==> config.mk <==
export PLATFORM = sky130hd
export DESIGN_NAME = mem_stage_control
export DESIGN_NICKNAME = d
export VERILOG_FILES = /design/src/rtl/proc_ctrl_pkg.sv /design/src/rtl/mem_wait_timer.sv /design/src/rtl/mem_stage_control.sv
export SDC_FILE = /design/constraint.sdc
export NUM_CORES = 1
export LEC_CHECK = 0
export ABC_AREA = 1
export BUFFER_PORTS_ARGS = -buffer_cell sky130_fd_sc_hd__buf_2
export CAP_MARGIN = 20
export CORE_UTILIZATION = 45
export DETAILED_ROUTE_END_ITERATION = 10
export PLACE_DENSITY = 0.77
export SYNTH_ARGS = -nofsm -noshare
export SYNTH_HDL_FRONTEND = slang
export SYNTH_SLANG_ARGS = --single-unit
==> constraint.sdc <==
create_clock -name clock -period 1.8 [get_ports clock]
set_input_delay 0.27 -clock clock [delete_from_list [all_inputs] [get_ports clock]]
set_output_delay 0.27 -clock clock [all_outputs]
set_load 0.1 [all_outputs]
==> src/rtl/proc_ctrl_pkg.sv <==
// Shared processor-control definitions: memory opcodes, MEM-stage state
// encoding and the default access timeout.
package proc_ctrl_pkg;

  localparam logic [3:0] OP_LOAD         = 4'b0000;
  localparam logic [3:0] OP_STORE        = 4'b0010;
  localparam int         TIMEOUT_DEFAULT = 8;

  typedef enum logic {
    ST_IDLE   = 1'b0,
    ST_ACCESS = 1'b1
  } mem_state_e;

  function automatic logic isMemOp(input logic [3:0] op);
    return (op == OP_LOAD) || (op == OP_STORE);
  endfunction

endpackage

==> src/rtl/mem_wait_timer.sv <==
// Counts data-memory wait cycles and flags the last allowed one; the count
// saturates at TIMEOUT-1 so it can never wrap back into a "fresh" access.
module mem_wait_timer #(
  parameter int TIMEOUT = 8,
  localparam int CNT_W  = (TIMEOUT > 1) ? $clog2(TIMEOUT) : 1
) (
  input  logic clock,
  input  logic reset,
  input  logic clear_i,
  input  logic enable_i,
  output logic expired_o
);

  localparam logic [CNT_W-1:0] LAST = CNT_W'(TIMEOUT - 1);

  logic [CNT_W-1:0] count_q;
  logic [CNT_W-1:0] count_d;

  assign expired_o = (count_q == LAST);

  always_comb begin
    count_d = count_q;
    if (clear_i) begin
      count_d = '0;
    end else if (enable_i && !expired_o) begin
      count_d = count_q + 1'b1;
    end
  end

  always_ff @(posedge clock or posedge reset) begin
    if (reset) begin
      count_q <= '0;
    end else begin
      count_q <= count_d;
    end
  end

endmodule

==> src/rtl/mem_stage_control.sv <==
// MEM pipeline stage controller: issues data-memory strobes for LOAD/STORE,
// stalls upstream while waiting, and aborts accesses that never complete.
module mem_stage_control
  import proc_ctrl_pkg::*;
#(
  parameter int IR_W    = 8,
  parameter int TIMEOUT = TIMEOUT_DEFAULT
) (
  input  logic            clock,
  input  logic            reset,
  input  logic [IR_W-1:0] ir3,
  input  logic            ir3_valid,
  input  logic            mem_ready,
  output logic            mem_read,
  output logic            mem_write,
  output logic            stall,
  output logic [IR_W-1:0] ir4,
  output logic            ir4_valid,
  output logic            mem_error
);

  mem_state_e      state_q;
  logic [IR_W-1:0] holdIr_q;
  logic [IR_W-1:0] ir4_q;
  logic            ir4Valid_q;
  logic            memRead_q;
  logic            memWrite_q;
  logic            memError_q;
  logic            timerExpired;
  logic [3:0]      opcode;

  assign opcode = ir3[3:0];
  assign stall  = (state_q == ST_ACCESS);

  // Counter is held at zero whenever idle, so each access starts fresh.
  mem_wait_timer #(.TIMEOUT(TIMEOUT)) u_wait_timer (
    .clock     (clock),
    .reset     (reset),
    .clear_i   (state_q == ST_IDLE),
    .enable_i  ((state_q == ST_ACCESS) && !mem_ready),
    .expired_o (timerExpired)
  );

  always_ff @(posedge clock or posedge reset) begin
    if (reset) begin
      state_q    <= ST_IDLE;
      holdIr_q   <= '0;
      ir4_q      <= '0;
      ir4Valid_q <= 1'b0;
      memRead_q  <= 1'b0;
      memWrite_q <= 1'b0;
      memError_q <= 1'b0;
    end else begin
      memError_q <= 1'b0;
      ir4Valid_q <= 1'b0;
      case (state_q)
        ST_IDLE: begin
          if (ir3_valid) begin
            if (isMemOp(opcode)) begin
              holdIr_q   <= ir3;
              memRead_q  <= (opcode == OP_LOAD);
              memWrite_q <= (opcode == OP_STORE);
              state_q    <= ST_ACCESS;
            end else begin
              ir4_q      <= ir3;
              ir4Valid_q <= 1'b1;
            end
          end
        end
        ST_ACCESS: begin
          // A completing memory wins over a simultaneous timeout.
          if (mem_ready) begin
            memRead_q  <= 1'b0;
            memWrite_q <= 1'b0;
            ir4_q      <= holdIr_q;
            ir4Valid_q <= 1'b1;
            state_q    <= ST_IDLE;
          end else if (timerExpired) begin
            memRead_q  <= 1'b0;
            memWrite_q <= 1'b0;
            memError_q <= 1'b1;
            state_q    <= ST_IDLE;
          end
        end
        default: state_q <= ST_IDLE;
      endcase
    end
  end

  assign mem_read  = memRead_q;
  assign mem_write = memWrite_q;
  assign ir4       = ir4_q;
  assign ir4_valid = ir4Valid_q;
  assign mem_error = memError_q;

endmodule

==> impl_metrics.csv, run 1 <==
group,metric,value,unit
grt,overflow,0,
clocking,worstSkewPairLatency,0.33,ns
placement,port_buffers,24,
floorplan,fp.dieArea,2740,sq um
drt,drt-total-wl,2330,um
grt,grt_first_pass_wirelength,4170,um
drt,ant_nets,0,
setup_path,critPathKind,"reg2out",
synth,netlist_area,1140,sq um
clocking,root_buffer,"clkbuf_4",
power_and_ir_drop,p_leak,0.779,nW
floorplan,row_count,17,
synth,yosysSeqAreaShare,52.7,%
finish,n_antenna_cell,0,
finish,nFillCells,219,
grt,grtUsageTotal,21.3,%
synth,yosys_warnings,0,
clocking,cts_resized,0,
setup_path,crit_family,"flip-flops",
finish,fin_nets,174,
finish,syn_to_final_growth,19.8,%
timing,drv_slew,0,
synth,synthCells,130,
power_and_ir_drop,p_total,0.00155,W
timing,setup_viol,0,
setup_path,critPathLaunchType,"register",
timing,finClkSkew,0.00218,ns
timing,min_period,1.69,ns
clocking,cts_made_buffers,3,
finish,utilization,59.4,%
finish,layout_common_cells,"nand2_1, dfrtp_1, buf_2",
placement,hpwl,1730,um
hold_path,hold_class,"in2reg",
floorplan,start_util,49.6,%
setup_path,crit_required,1.53,ns
power_and_ir_drop,ir_drop,0.708,mV
finish,instances_no_fill,187,
placement,pre_cts_ws,0.415,ns
timing,layout_setup_ws,0.112,ns
setup_path,worstSetupEndpointType,"output port",
floorplan,ioPinCount,25,
grt,grt_max_degree,25,
setup_path,cpPeakStageDelay,0.66,ns
clocking,cts_setup_buffers,0,
clocking,h-tree-depth,1,
synth,synth_cell_types,16,
setup_path,critPathMaxFanout,11,
synth,syn_nets,144,
drt,dr.pass1.iters,4,
synth,synth.avg_cell_area,8.76,sq um
clocking,clock-sinks,24,
finish,final_common_cell,"nand2_1",
floorplan,core,2300,sq um
timing,hold_violations,0,
setup_path,arrival,1.42,ns
flow_run,drv_cap,0,
clocking,ctsLongestPathBuffers,2,
synth,synth_area_leader_cell,"dfrtp_1",
clocking,cts_tree,"done",
synth,synth-seq-cells,24,
floorplan,die_y,52.3,um
timing,fin_setup_tns,0,ns
setup_path,cp.buffers_inverters,2,
synth,yosysTopAreaCellShare,52.7,%
drt,via_per_inst,5.03,
placement,gp_congestion,0.776,
timing,rsz0062_at_grt,"no",
drt,vias,940,
setup_path,critPathSlowestCell,"dfrtp_1",
drt,drt_iter0_markers,21,
timing,fmax,593,MHz
placement,post-place-cells,182,
grt,antenna_found_initial,0,
synth,synth_area_leaders,"dfrtp_1, nand2_1, nand4_1",
floorplan,die_x,52.3,um
status,outcome,"completed",
grt,grt_pass1_vias,936,
timing,worst_pin_slew,0.483,ns
drt,wl_per_cell,12.5,um
timing,maxSlewHeadroom,68.0,%
setup_path,path_cells,"buf_4 -> buf_12",
clocking,cts.clk_slew.worst_paths,0.14,ns
timing,finalCritPeriodShare,93.8,%
finish,layout-drive-gt1-share,24.5,%
power_and_ir_drop,power_density,1140,nW/um^2
drt,post-route-drc-count,0,
-- worst paths after layout --
kind | endpoint | slack (ns) | start | cells past startpoint
max | stall | 0.11 | stall | 2
min | holdIr_q[4] | 0.14 | ir3[4] | 3
max reg2reg | mem_write | 0.38 | u_wait_timer.count_q[0] | 7
min reg2reg | ir4[7] | 0.48 | ir4[7] | 2
max in group asynchronous | holdIr_q[2] | 1.06 | reset | 4
min in group asynchronous | ir4[5] | 0.51 | reset | 4
-- worst reg2reg max path: stages (launching register included) --
cell and delay, ns:
dfrtp_1 0.42, ha_1 0.21, ha_1 0.17, inv_1 0.06, nand3_1 0.19, nand3_1 0.20, nand2_1 0.06, nand2_1 0.06
-- layout make-up --
cell class,count,area [sq um],area share (%)
tap,28,35.0,2.57
timing repair buffer,27,160,11.7
clock inverter,1,30.0,2.20
clock buffer,3,22.5,1.65
sequential,24,601,44.0
inverter,13,61.3,4.50
multi-input combinational,91,454,33.3
-- sequential cells by signal, indices dropped and copies added, names as in the netlist --
name                  cells
ir4                       8
u_wait_timer.count_q      3
ir4_valid                 1
mem_write                 1
mem_read                  1
mem_error                 1
holdIr_q                  8
stall                     1
-- report_power, final --
group	internal [W]	total [W]	switching, W	leakage, nW
registers	0.000604	0.000645	0.0000404	0.310
logic	0.0000902	0.000505	0.000414	0.442
clock network	0.000225	0.000400	0.000174	0.0279
-- kinds of logic after synthesis --
family          synth area share (%)
buf+inv                         7.36
fa+ha+maj                       2.20
flops                           52.7
compound gates                  1.32
simple gates                    36.4
-- per-stage QoR --
stage | hold WS, ns | area (sq um)
after floorplan | 0.285 | 1140
after global placement | 0.323 | 1300
after detailed placement | 0.337 | 1300
after CTS | 0.137 | 1360
after global routing | 0.163 | 1360
final | 0.138 | 1360
-- cells in the mapped netlist --
cell type	number
nand2_1	62
dfrtp_1	24
inv_1	11
nand4_1	8
nand3_1	5
nor2_1	4
o21ai_0	3
buf_6	2
ha_1	2
nand2_2	2
nand3_4	2
clkinv_4	1
inv_8	1
nand2_4	1
nand4_4	1
nor2_4	1
-- routing by layer --
| metal | vias to the layer above | track usage (%) | wire length [um] |
|---|---|---|---|
| li1 | 470 | - | - |
| met1 | 440 | 25.8 | 1000 |
| met2 | 24 | 35.9 | 1180 |
| met3 | 6 | 2.61 | 86 |
| met4 | 0 | 12.7 | 63 |
| met5 | - | 0 | 0 |
-- repair_timing --
item	in CTS	in global routing
endpoints found under the setup margin	0	0
hold buffers	1	0
endpoints found under the hold margin	24	0
No activity file was read; power rests on OpenSTA's default activity.
==> run 2, diff against run 1 <==
==> constraint.sdc (replaced) <==
create_clock -name clock -period 1.8 [get_ports clock]
set_input_delay 0.18 -clock clock [delete_from_list [all_inputs] [get_ports clock]]
set_output_delay 0.18 -clock clock [all_outputs]
set_load 0.1 [all_outputs]
==> impl_metrics.csv, run 2 (synthesized netlist as in run 1, its figures left out) <==
group,metric,value,unit
timing,min_period,1.67,ns
timing,fmax,600,MHz
setup_path,cp.buffers_inverters,1,
placement,hpwl,1610,um
drt,via_per_inst,4.81,
timing,layout_setup_ws,0.134,ns
timing,finalCritPeriodShare,92.6,%
drt,dr.pass1.iters,4,
status,outcome,"completed",
grt,grt_pass1_vias,814,
setup_path,critPathKind,"reg2out",
timing,fin_setup_tns,0,ns
finish,layout_common_cells,"nand2_1, dfrtp_1, buf_2",
setup_path,crit_family,"flip-flops",
finish,fin_nets,174,
timing,rsz0062_at_grt,"no",
placement,pre_cts_ws,0.408,ns
timing,hold_violations,0,
grt,grtUsageTotal,17.9,%
setup_path,reg2reg_from,"u_wait_timer.count_q[0]",
timing,worst_pin_slew,0.485,ns
drt,post-route-drc-count,0,
finish,n_antenna_cell,0,
drt,ant_nets,0,
floorplan,ioPinCount,25,
setup_path,path_cells,"buf_2",
drt,vias,900,
placement,gp_congestion,0.762,
drt,wl_per_cell,11.4,um
grt,grt_max_degree,25,
floorplan,start_util,49.6,%
timing,setup_viol,0,
setup_path,crit_required,1.62,ns
grt,grt_first_pass_wirelength,3590,um
grt,overflow,0,
finish,utilization,58.7,%
drt,drt-total-wl,2140,um
drt,drt_iter0_markers,11,
hold_path,hold_class,"in2reg",
setup_path,cpPeakStageDelay,0.65,ns
setup_path,arrival,1.49,ns
clocking,cts_resized,0,
power_and_ir_drop,ir_drop,0.678,mV
power_and_ir_drop,power_density,1130,nW/um^2
hold_path,hp-start,"ir3[7]",
power_and_ir_drop,p_leak,0.776,nW
setup_path,critPathLaunchType,"register",
finish,final_common_cell,"nand2_1",
clocking,cts.clk_slew.worst_paths,0.13,ns
timing,finClkSkew,0.00247,ns
clocking,worstSkewPairLatency,0.31,ns
clocking,ctsLongestPathBuffers,2,
grt,antenna_found_initial,0,
timing,maxSlewHeadroom,67.9,%
floorplan,die_x,52.3,um
clocking,cts_made_buffers,3,
floorplan,die_y,52.3,um
setup_path,critPathSlowestCell,"dfrtp_1",
clocking,clock-sinks,24,
finish,syn_to_final_growth,18.5,%
setup_path,worstSetupEndpointType,"output port",
placement,port_buffers,24,
clocking,cts_tree,"done",
floorplan,fp.dieArea,2740,sq um
clocking,root_buffer,"clkbuf_4",
finish,layout-drive-gt1-share,24.5,%
floorplan,core,2300,sq um
floorplan,row_count,17,
clocking,h-tree-depth,1,
setup_path,cp-startpoint,"stall",
setup_path,critPathMaxFanout,11,
flow_run,drv_cap,0,
timing,drv_slew,0,
-- run 2: cell counts in the layout (fill, tap and decap cells not counted) --
No cell type changed its count.
-- run 2: tightest hold or removal path, stage by stage --
cell and delay (ns):
buf_2 0.09, nand2_1 0.05, nand2_1 0.04
-- run 2: path summary, 6_finish.rpt --
kind / to / slack (ns) / cells after the start
worst min-delay path: holdIr_q[7] / 0.07 / 3
worst max-delay path: stall / 0.13 / 1
worst min register to register: ir4[2] / 0.48 / 2
min in group asynchronous: ir4[3] / 0.43 / 4
max in group asynchronous: u_wait_timer.count_q[0] / 1.13 / 4
worst max register to register: mem_write / 0.38 / 7
-- run 2: timing repair --
action                    CTS  global route
hold buffers                1             0
hold endpoints to repair   24             0
setup buffers               0             0
-- run 2: final cells by class --
class,instances,area [sq um]
clock buffer,3,22.5
clock inverter,1,30.0
fill,206,948
inverter,13,61.3
multi-input combinational,91,454
sequential,24,601
tap,28,35.0
timing repair buffer,27,145
-- run 2: metal layers --
layer	up-vias	track usage, %	part of all wire, %
met4	0	2.63	0.56
met5	-	0	0
met1	407	23.0	45
met2	22	30.4	49
li1	469	-	-
met3	2	5.22	5.2
-- run 2: through the flow --
step / hold WS [ns] / power (W) / std cells / cell area (sq um)
global route: 0.0802 / 0.00159 / 187 / 1350
floorplan: 0.195 / 0.00106 / 130 / 1140
detailed placement: 0.245 / 0.00115 / 182 / 1290
finish: 0.0658 / 0.00153 / 187 / 1350
global placement: 0.231 / 0.00114 / 182 / 1290
CTS: 0.0554 / 0.00154 / 187 / 1350
-- run 2: power breakdown --
group          internal (W)  switching (W)
Combinational     0.0000862       0.000412
Sequential         0.000604      0.0000387
Clock              0.000225       0.000159
